File: config.mk
export PLATFORM = sky130hd
export DESIGN_NAME = latch_write_arbiter
export DESIGN_NICKNAME = d
export VERILOG_FILES = /design/src/rtl/latch_write_arbiter.sv
export SDC_FILE = /design/constraint.sdc
export NUM_CORES = 1
export LEC_CHECK = 0
export CORE_MARGIN = 2
export CORE_UTILIZATION = 34
export CTS_BUF_LIST = sky130_fd_sc_hd__clkbuf_4 sky130_fd_sc_hd__clkbuf_8
export DETAILED_ROUTE_END_ITERATION = 16
export MAX_ROUTING_LAYER = met4
export PLACE_DENSITY = 0.72
export SETUP_SLACK_MARGIN = 0.02
export SLEW_MARGIN = 20
export SYNTH_ARGS = -nofsm -noshare
export SYNTH_HDL_FRONTEND = slang
export SYNTH_SLANG_ARGS = --single-unit
File: constraint.sdc
create_clock -name clk -period 1.9 [get_ports clk]
set_input_delay 0.19 -clock clk [delete_from_list [all_inputs] [get_ports clk]]
set_output_delay 0.19 -clock clk [all_outputs]
set_load 0.01 [all_outputs]
File: src/rtl/latch_write_arbiter.sv
// Round-robin arbiter sharing one bank of D latches among several write clients.
// Each write is sequenced setup -> open -> hold, then the latch output is checked.
module latch_write_arbiter #(
   parameter int unsigned NREQ      = 4,
   parameter int unsigned DW        = 8,
   parameter int unsigned EN_CYCLES = 2
) (
   input  logic               clk,
   input  logic               rst_n,
   input  logic [NREQ-1:0]    req,
   input  logic [NREQ*DW-1:0] wdata,
   output logic [NREQ-1:0]    gnt,
   output logic [NREQ-1:0]    done,
   output logic               err,
   output logic [DW-1:0]      lat_d,
   output logic               lat_en,
   input  logic [DW-1:0]      lat_q,
   output logic               busy
);

   localparam int unsigned PW = (NREQ > 1) ? $clog2(NREQ) : 1;
   localparam int unsigned CW = (EN_CYCLES > 0) ? $clog2(EN_CYCLES + 1) : 1;

   // Elaboration-time parameter sanity.
   if (EN_CYCLES < 1) begin : g_en_chk
      $error("latch_write_arbiter: EN_CYCLES must be at least 1");
   end
   if (NREQ < 2 || NREQ > 16) begin : g_nreq_chk
      $error("latch_write_arbiter: NREQ must be in 2..16");
   end

   typedef enum logic [2:0] {
      IDLE  = 3'd0,
      SETUP = 3'd1,
      OPEN  = 3'd2,
      HOLD  = 3'd3,
      CHECK = 3'd4
   } state_t;

   state_t          state, state_nxt;
   logic [PW-1:0]   owner, owner_nxt;
   logic [PW-1:0]   ptr, ptr_nxt;
   logic [CW-1:0]   cnt, cnt_nxt;
   logic [DW-1:0]   data_reg, data_nxt;
   logic [NREQ-1:0] gnt_nxt;
   logic [NREQ-1:0] done_nxt;
   logic            err_nxt;
   logic [DW-1:0]   lat_d_nxt;
   logic            lat_en_nxt;
   logic            busy_nxt;

   logic            found;
   logic [PW-1:0]   pick;

   // Round-robin search starting at the pointer, wrapping past NREQ-1 to 0.
   always_comb begin : p_rr
      int unsigned idx;
      idx   = 0;
      found = 1'b0;
      pick  = '0;
      for (int unsigned i = 0; i < NREQ; i++) begin
         idx = 32'(ptr) + i;
         if (idx >= NREQ) begin
            idx = idx - NREQ;
         end
         if (!found && req[idx[PW-1:0]]) begin
            found = 1'b1;
            pick  = PW'(idx);
         end
      end
   end

   // Next-state and next-output logic for the write sequencer.
   always_comb begin
      state_nxt = state;
      owner_nxt = owner;
      ptr_nxt   = ptr;
      cnt_nxt   = cnt;
      data_nxt  = data_reg;
      gnt_nxt   = gnt;
      done_nxt  = '0;
      err_nxt   = 1'b0;
      lat_d_nxt = lat_d;

      case (state)
         IDLE: begin
            if (found) begin
               state_nxt = SETUP;
               owner_nxt = pick;
               gnt_nxt   = NREQ'(1) << pick;
               data_nxt  = wdata[32'(pick)*DW +: DW];
               lat_d_nxt = wdata[32'(pick)*DW +: DW];
            end
         end
         SETUP: begin
            state_nxt = OPEN;
            cnt_nxt   = CW'(EN_CYCLES);
         end
         OPEN: begin
            // Counter runs EN_CYCLES..1 so the enable is high exactly EN_CYCLES cycles.
            cnt_nxt = cnt - CW'(1);
            if (cnt == CW'(1)) begin
               state_nxt = HOLD;
            end
         end
         HOLD: begin
            // Latch is closed here, so q is stable; compare result lands in CHECK.
            state_nxt = CHECK;
            done_nxt  = gnt;
            err_nxt   = (lat_q != data_reg);
         end
         CHECK: begin
            state_nxt = IDLE;
            gnt_nxt   = '0;
            if (32'(owner) + 32'd1 >= NREQ) begin
               ptr_nxt = '0;
            end else begin
               ptr_nxt = owner + PW'(1);
            end
         end
         default: begin
            state_nxt = IDLE;
            gnt_nxt   = '0;
         end
      endcase

      lat_en_nxt = (state_nxt == OPEN);
      busy_nxt   = (state_nxt != IDLE);
   end

   // State, bookkeeping and registered outputs; reset drops the enable at once.
   always_ff @(posedge clk or negedge rst_n) begin
      if (!rst_n) begin
         state    <= IDLE;
         owner    <= '0;
         ptr      <= '0;
         cnt      <= '0;
         data_reg <= '0;
         gnt      <= '0;
         done     <= '0;
         err      <= 1'b0;
         lat_d    <= '0;
         lat_en   <= 1'b0;
         busy     <= 1'b0;
      end else begin
         state    <= state_nxt;
         owner    <= owner_nxt;
         ptr      <= ptr_nxt;
         cnt      <= cnt_nxt;
         data_reg <= data_nxt;
         gnt      <= gnt_nxt;
         done     <= done_nxt;
         err      <= err_nxt;
         lat_d    <= lat_d_nxt;
         lat_en   <= lat_en_nxt;
         busy     <= busy_nxt;
      end
   end

endmodule

==> Word-level counts from Yosys, hierarchy flattened <==
Cells that the tools add are included.
{ "classes": {"add_sub_neg": 10, "reduce_logical": 12, "n_eq_ne": 8, "order_cmp": 9, "bitwise_logic": 1, "n_mux": 29, "n_shift": 2} }
{ "op_table": {"columns": ["op", "count"], "rows": [
  ["variable part select 32 x 6 -> 8 bit", 1],
  ["2-to-1 mux 2 bit", 9],
  ["greater-or-equal comparator 3 bit (second input constant)", 4],
  ["< comparator 2 x 3 -> 1 bit (second input constant)", 4],
  ["one-hot mux 3 bit (4 select lines)", 1],
  ["subtractor 2 x 1 -> 2 bit (second input constant)", 5],
  ["== test 3 x 2 -> 1 bit (second input constant)", 3],
  ["2-to-1 mux 1 bit", 9],
  ["binary-select mux 1 bit (select 2 bit)", 4],
  ["2-to-1 mux 4 bit", 2],
  ["!= test 8 bit", 1],
  ["one-hot mux 4 bit (2 select lines)", 1],
  ["adder 2 x 1 -> 3 bit (second input constant)", 2],
  ["adder 2 x 2 -> 3 bit (second input constant)", 2],
  ["2-to-1 mux 3 bit", 2],
  ["one-hot mux 2 bit (2 select lines)", 1],
  ["AND reduction 2 bit", 2],
  ["left shift 1 x 2 -> 4 bit (first input constant)", 1],
  ["== test 3 x 1 -> 1 bit (second input constant)", 1],
  ["== test 3 bit (second input constant)", 1],
  ["greater-or-equal comparator 2 x 3 -> 1 bit (second input constant)", 1],
  ["logical AND 1 bit", 3],
  ["logical NOT 1 bit", 3],
  ["logical NOT 3 bit", 1],
  ["other kinds (7)", 7]
]} }
{ "word_totals": {"out_inout_bits": 19, "register_bits": 28, "word_cells": 81} }

==> Longest topological paths before layout <==
{ "depth": {"depth_word": 17, "ltp_mapped": 7} }

==> Least setup slack after synthesis <==
OpenSTA, ideal clock, no wires.
{ "synth_timing": {"path_kind": "register -> register", "start": "register ptr[1]", "end": "register data_reg[1]", "stages_incl_launch_ff": 7, "arrival_time_ns": 1.841, "path_slack_ns": -0.067, "t_required_ns": 1.774, "path_cell_list": "dfrtp_1 > buf_2 > mux2i_1 > a222oi_1 > buf_4 > mux2_2 > a221o_1"} }
{ "synth_between": {"elab_chain_cells": 15} }
{ "synth_lines": {"columns": ["item", "line_no", "rtl"], "rows": [
  ["from (decl)", "42", "logic [PW-1:0] ptr, ptr_nxt;"],
  ["from (signal assigned)", "148", "ptr <= ptr_nxt;"],
  ["branches (longest 15 deep; another with adder 2 x 1 -> 3 bit)", null, null],
  ["to (signal assigned)", "150", "data_reg <= data_nxt;"],
  ["to (decl)", "44", "logic [DW-1:0] data_reg, data_nxt;"]
]} }
Several ways; the timed one is not identified. The select of a mux whose other input is x is not followed.
A chain may end at the register's enable or synchronous reset.

==> Final worst setup path <==
{ "layout_timing": {"start": "register ptr[1]", "end": "register data_reg[6]"} }
The elaborated chain is that of the path after synthesis.

==> results.py <==
metrics = {
    "synthesis": {
        "synth_nets": 189,
        "yosys_warnings": 0,
        "synth.area.top_cells": "dfrtp_1, mux2_2, a221o_1, a22o_1, xor2_1",
        "synth_area_per_cell_um2": 10.8,
        "synth_edf_count": 0,
        "synth-main-ff-cell": "dfrtp_1",
        "netlist_instances": 141,
        "synth_top_cell_by_area": "dfrtp_1",
        "mappedNetlistArea_mm2": 0.00152,
        "synth_seq_cells": 28,
        "synth_top_area_share_pct": 46.2,
        "postSynth.asyncResetShare_pct": 100,
        "seq_area_frac_synth_pct": 46.2,
        "ys_types": 38,
    },
    "clock_tree": {
        "cts_tree": "built",
        "cts_buffer_depth": 2,
        "cts_made_buffers": 3,
        "cts_hold_buf": 0,
        "root_buffer": "clkbuf_8",
        "insertion_delay_ns": 0.27,
        "cts_sinks": 28,
        "cts.clk_slew.worst_paths_ns": 0.09,
        "htreeDepth": 1,
    },
    "cells_and_area": {
        "area_delta_synth_final_pct": 59.1,
        "instances_no_fill": 274,
        "nets": 272,
        "finalInstanceArea_mm2": 0.00241,
        "utilization_pct": 55.8,
        "drive_above_1_share_pct": 18.0,
        "num_antenna_cells": 0,
        "largest_register_ffs": 8,
    },
    "floorplanning": {
        "die-area_mm2": 0.00501,
        "io_pins": 65,
        "initial_core_util_pct": 35.1,
        "die_y_um": 70.8,
        "rows": 24,
        "die_w_um": 70.8,
        "core_region_area_mm2": 0.00432,
    },
    "timing": {
        "final.setup.worst_slack_ns": -0.0447,
        "worstMarginPinSlew_ns": 0.466,
        "rsz0062_at_grt": "true",
        "slew_viol_final": 0,
        "hold_ws_ns": 0.291,
        "finalHoldViolCount": 0,
        "setup_violations": 8,
        "fin_skew_ns": 0.00110,
        "slew_headroom_pct": 68.6,
        "max_freq_mhz": 514,
        "post-route-period-util_pct": 102,
        "fin_tns_setup_ns": -0.208,
        "layout_min_cycle_time_ns": 1.94,
    },
    "route": {
        "vias_per_cell": 4.96,
        "postRouteAntennaNets": 0,
        "drt_iter0_markers": 78,
        "drt_wl_total_um": 3630,
        "drc": 0,
        "vias": 1360,
        "wl_per_cell_um": 13.2,
        "dr.pass1.iters": 4,
    },
    "global_routing": {
        "grt_pass1_vias": 1374,
        "grt_max_degree": 29,
        "antenna_found_initial": 0,
        "grt_usage_pct": 15.1,
        "grt_pass1_wl_um": 5890,
        "grt-ovfl-total": 0,
    },
    "setup_path": {
        "cp_max_fo": 7,
        "crit_type": "reg2reg",
        "required_ns": 2.06,
        "crit_arrival_ns": 2.10,
        "cp-start-kind": "flip-flop",
        "end_kind": "flip-flop",
    },
    "pwr": {
        "power_density_mw_per_mm2": 1300,
        "p_int_mw": 2.03,
        "ir_drop_v": 0.000513,
        "finalPower_mw": 3.15,
        "combPwrFrac_pct": 57.4,
        "swShare_pct": 35.5,
        "clkPwrFrac_pct": 10.0,
        "p_seq_share_pct": 32.7,
        "p_leak_nw": 1.08,
        "p_switching_mw": 1.12,
    },
    "status": {
        "status": "finished, violations left",
        "violations": "negative setup slack",
    },
    "placement": {
        "post-place-cells": 269,
        "portBuffers": 64,
        "hpwl_um": 2950,
        "postPlaceCellArea_mm2": 0.00235,
        "pre_cts_ws_ns": -0.374,
        "place.gp.congestion": 0.726,
    },
    "worst_hold_path": {
        "hold_class": "in2async",
    },
    "job": {
        "maxCapViolations": 0,
    },
}
cells by family (layout without fill, tap and decap cells):
logic type | Yosys count | count (layout) | synth area share (%)
AO/OA/AOI/OAI | 38 | 38 | 18.6
XOR/XNOR | 9 | 9 | 5.19
adder cells (fa/ha/maj) | 2 | 2 | 1.65
buffers and inverters | 12 | 93 | 4.86
flip-flops | 28 | 28 | 46.2
multiplexers | 12 | 12 | 8.74
AND/OR/NAND/NOR | 40 | 40 | 14.8
power groups by stage:
stage / sequential (mW) / clock [mW] / combinational [mW]
after detailed placement: 1.04 / 0 / 1.80
after global routing: 1.06 / 0.345 / 1.98
final: 1.03 / 0.314 / 1.81
after global placement: 1.04 / 0 / 1.75
after floorplan: 1.07 / 0 / 1.06
after CTS: 1.03 / 0.322 / 1.80
cell usage after synthesis (all sizes together), types with 2 or more instances:
master / number
a21oi: 9
nand2b: 3
nor2b: 2
ha: 2
dfrtp: 28
nor3: 4
clkbuf: 2
nor4: 3
and2: 4
xor2: 8
nand2: 8
o21ai: 5
a221o: 8
inv: 4
a22o: 8
nor2: 10
mux2i: 2
mux2: 10
buf: 6
o22ai: 2
critical path, stage by stage, from the launching register on:
cell and delay, ns:
dfrtp_2 0.44, mux2i_1 0.12, a222oi_1 0.35, buf_4 0.21
buf_12 0.12, mux2_4 0.29, a221o_1 0.31
final timing paths:
check                           startpoint          end  slack, ns  depth (start not counted)
min in group clk                  owner[0]       ptr[0]       0.49                          1
max in group asynchronous            rst_n       ptr[1]       1.32                          2
worst max register to register      ptr[1]  data_reg[6]      -0.04                          6
worst min-delay path                 rst_n         busy       0.29                          2
worst min register to register    owner[0]       ptr[0]       0.49                          1
worst max-delay path                ptr[1]  data_reg[6]      -0.04                          6
repair_timing:
action / in CTS / in global routing
pin swaps: 1 / 2
endpoints found under the setup margin: 8 / 8
buffers inserted: 0 / 2
gates resized for setup: 2 / 2
cells in the final DEF, fill, tap and decap left out, types with 3 or more instances in the layout:
master,n
clkdlybuf4s50_1,62
dfrtp_1,27
buf_4,21
nor2_1,9
a21oi_1,9
nand2_1,8
xor2_1,8
a22o_1,8
a221o_1,8
mux2_4,7
and2_1,4
inv_1,4
o21ai_0,4
nor3_1,3
nand2b_1,3
mux2_2,3
clkbuf_8,3
per-layer routing:
metal	GRT usage (%)	vias to the layer above	share of wire, %
met5	-	-	0
met4	2.73	0	0.30
met3	2.99	2	4.1
met2	27.1	33	51
met1	17.6	642	44
li1	-	683	-
layout make-up:
class / count / area [um^2]
Tap cell: 52 / 65.1
Timing Repair Buffer: 86 / 820
Fill cell: 399 / 1910
Sequential cell: 28 / 702
Clock buffer: 3 / 41.3
Inverter: 4 / 15.0
Multi-Input combinational cell: 101 / 772
Power figures use the tool's default switching activity.
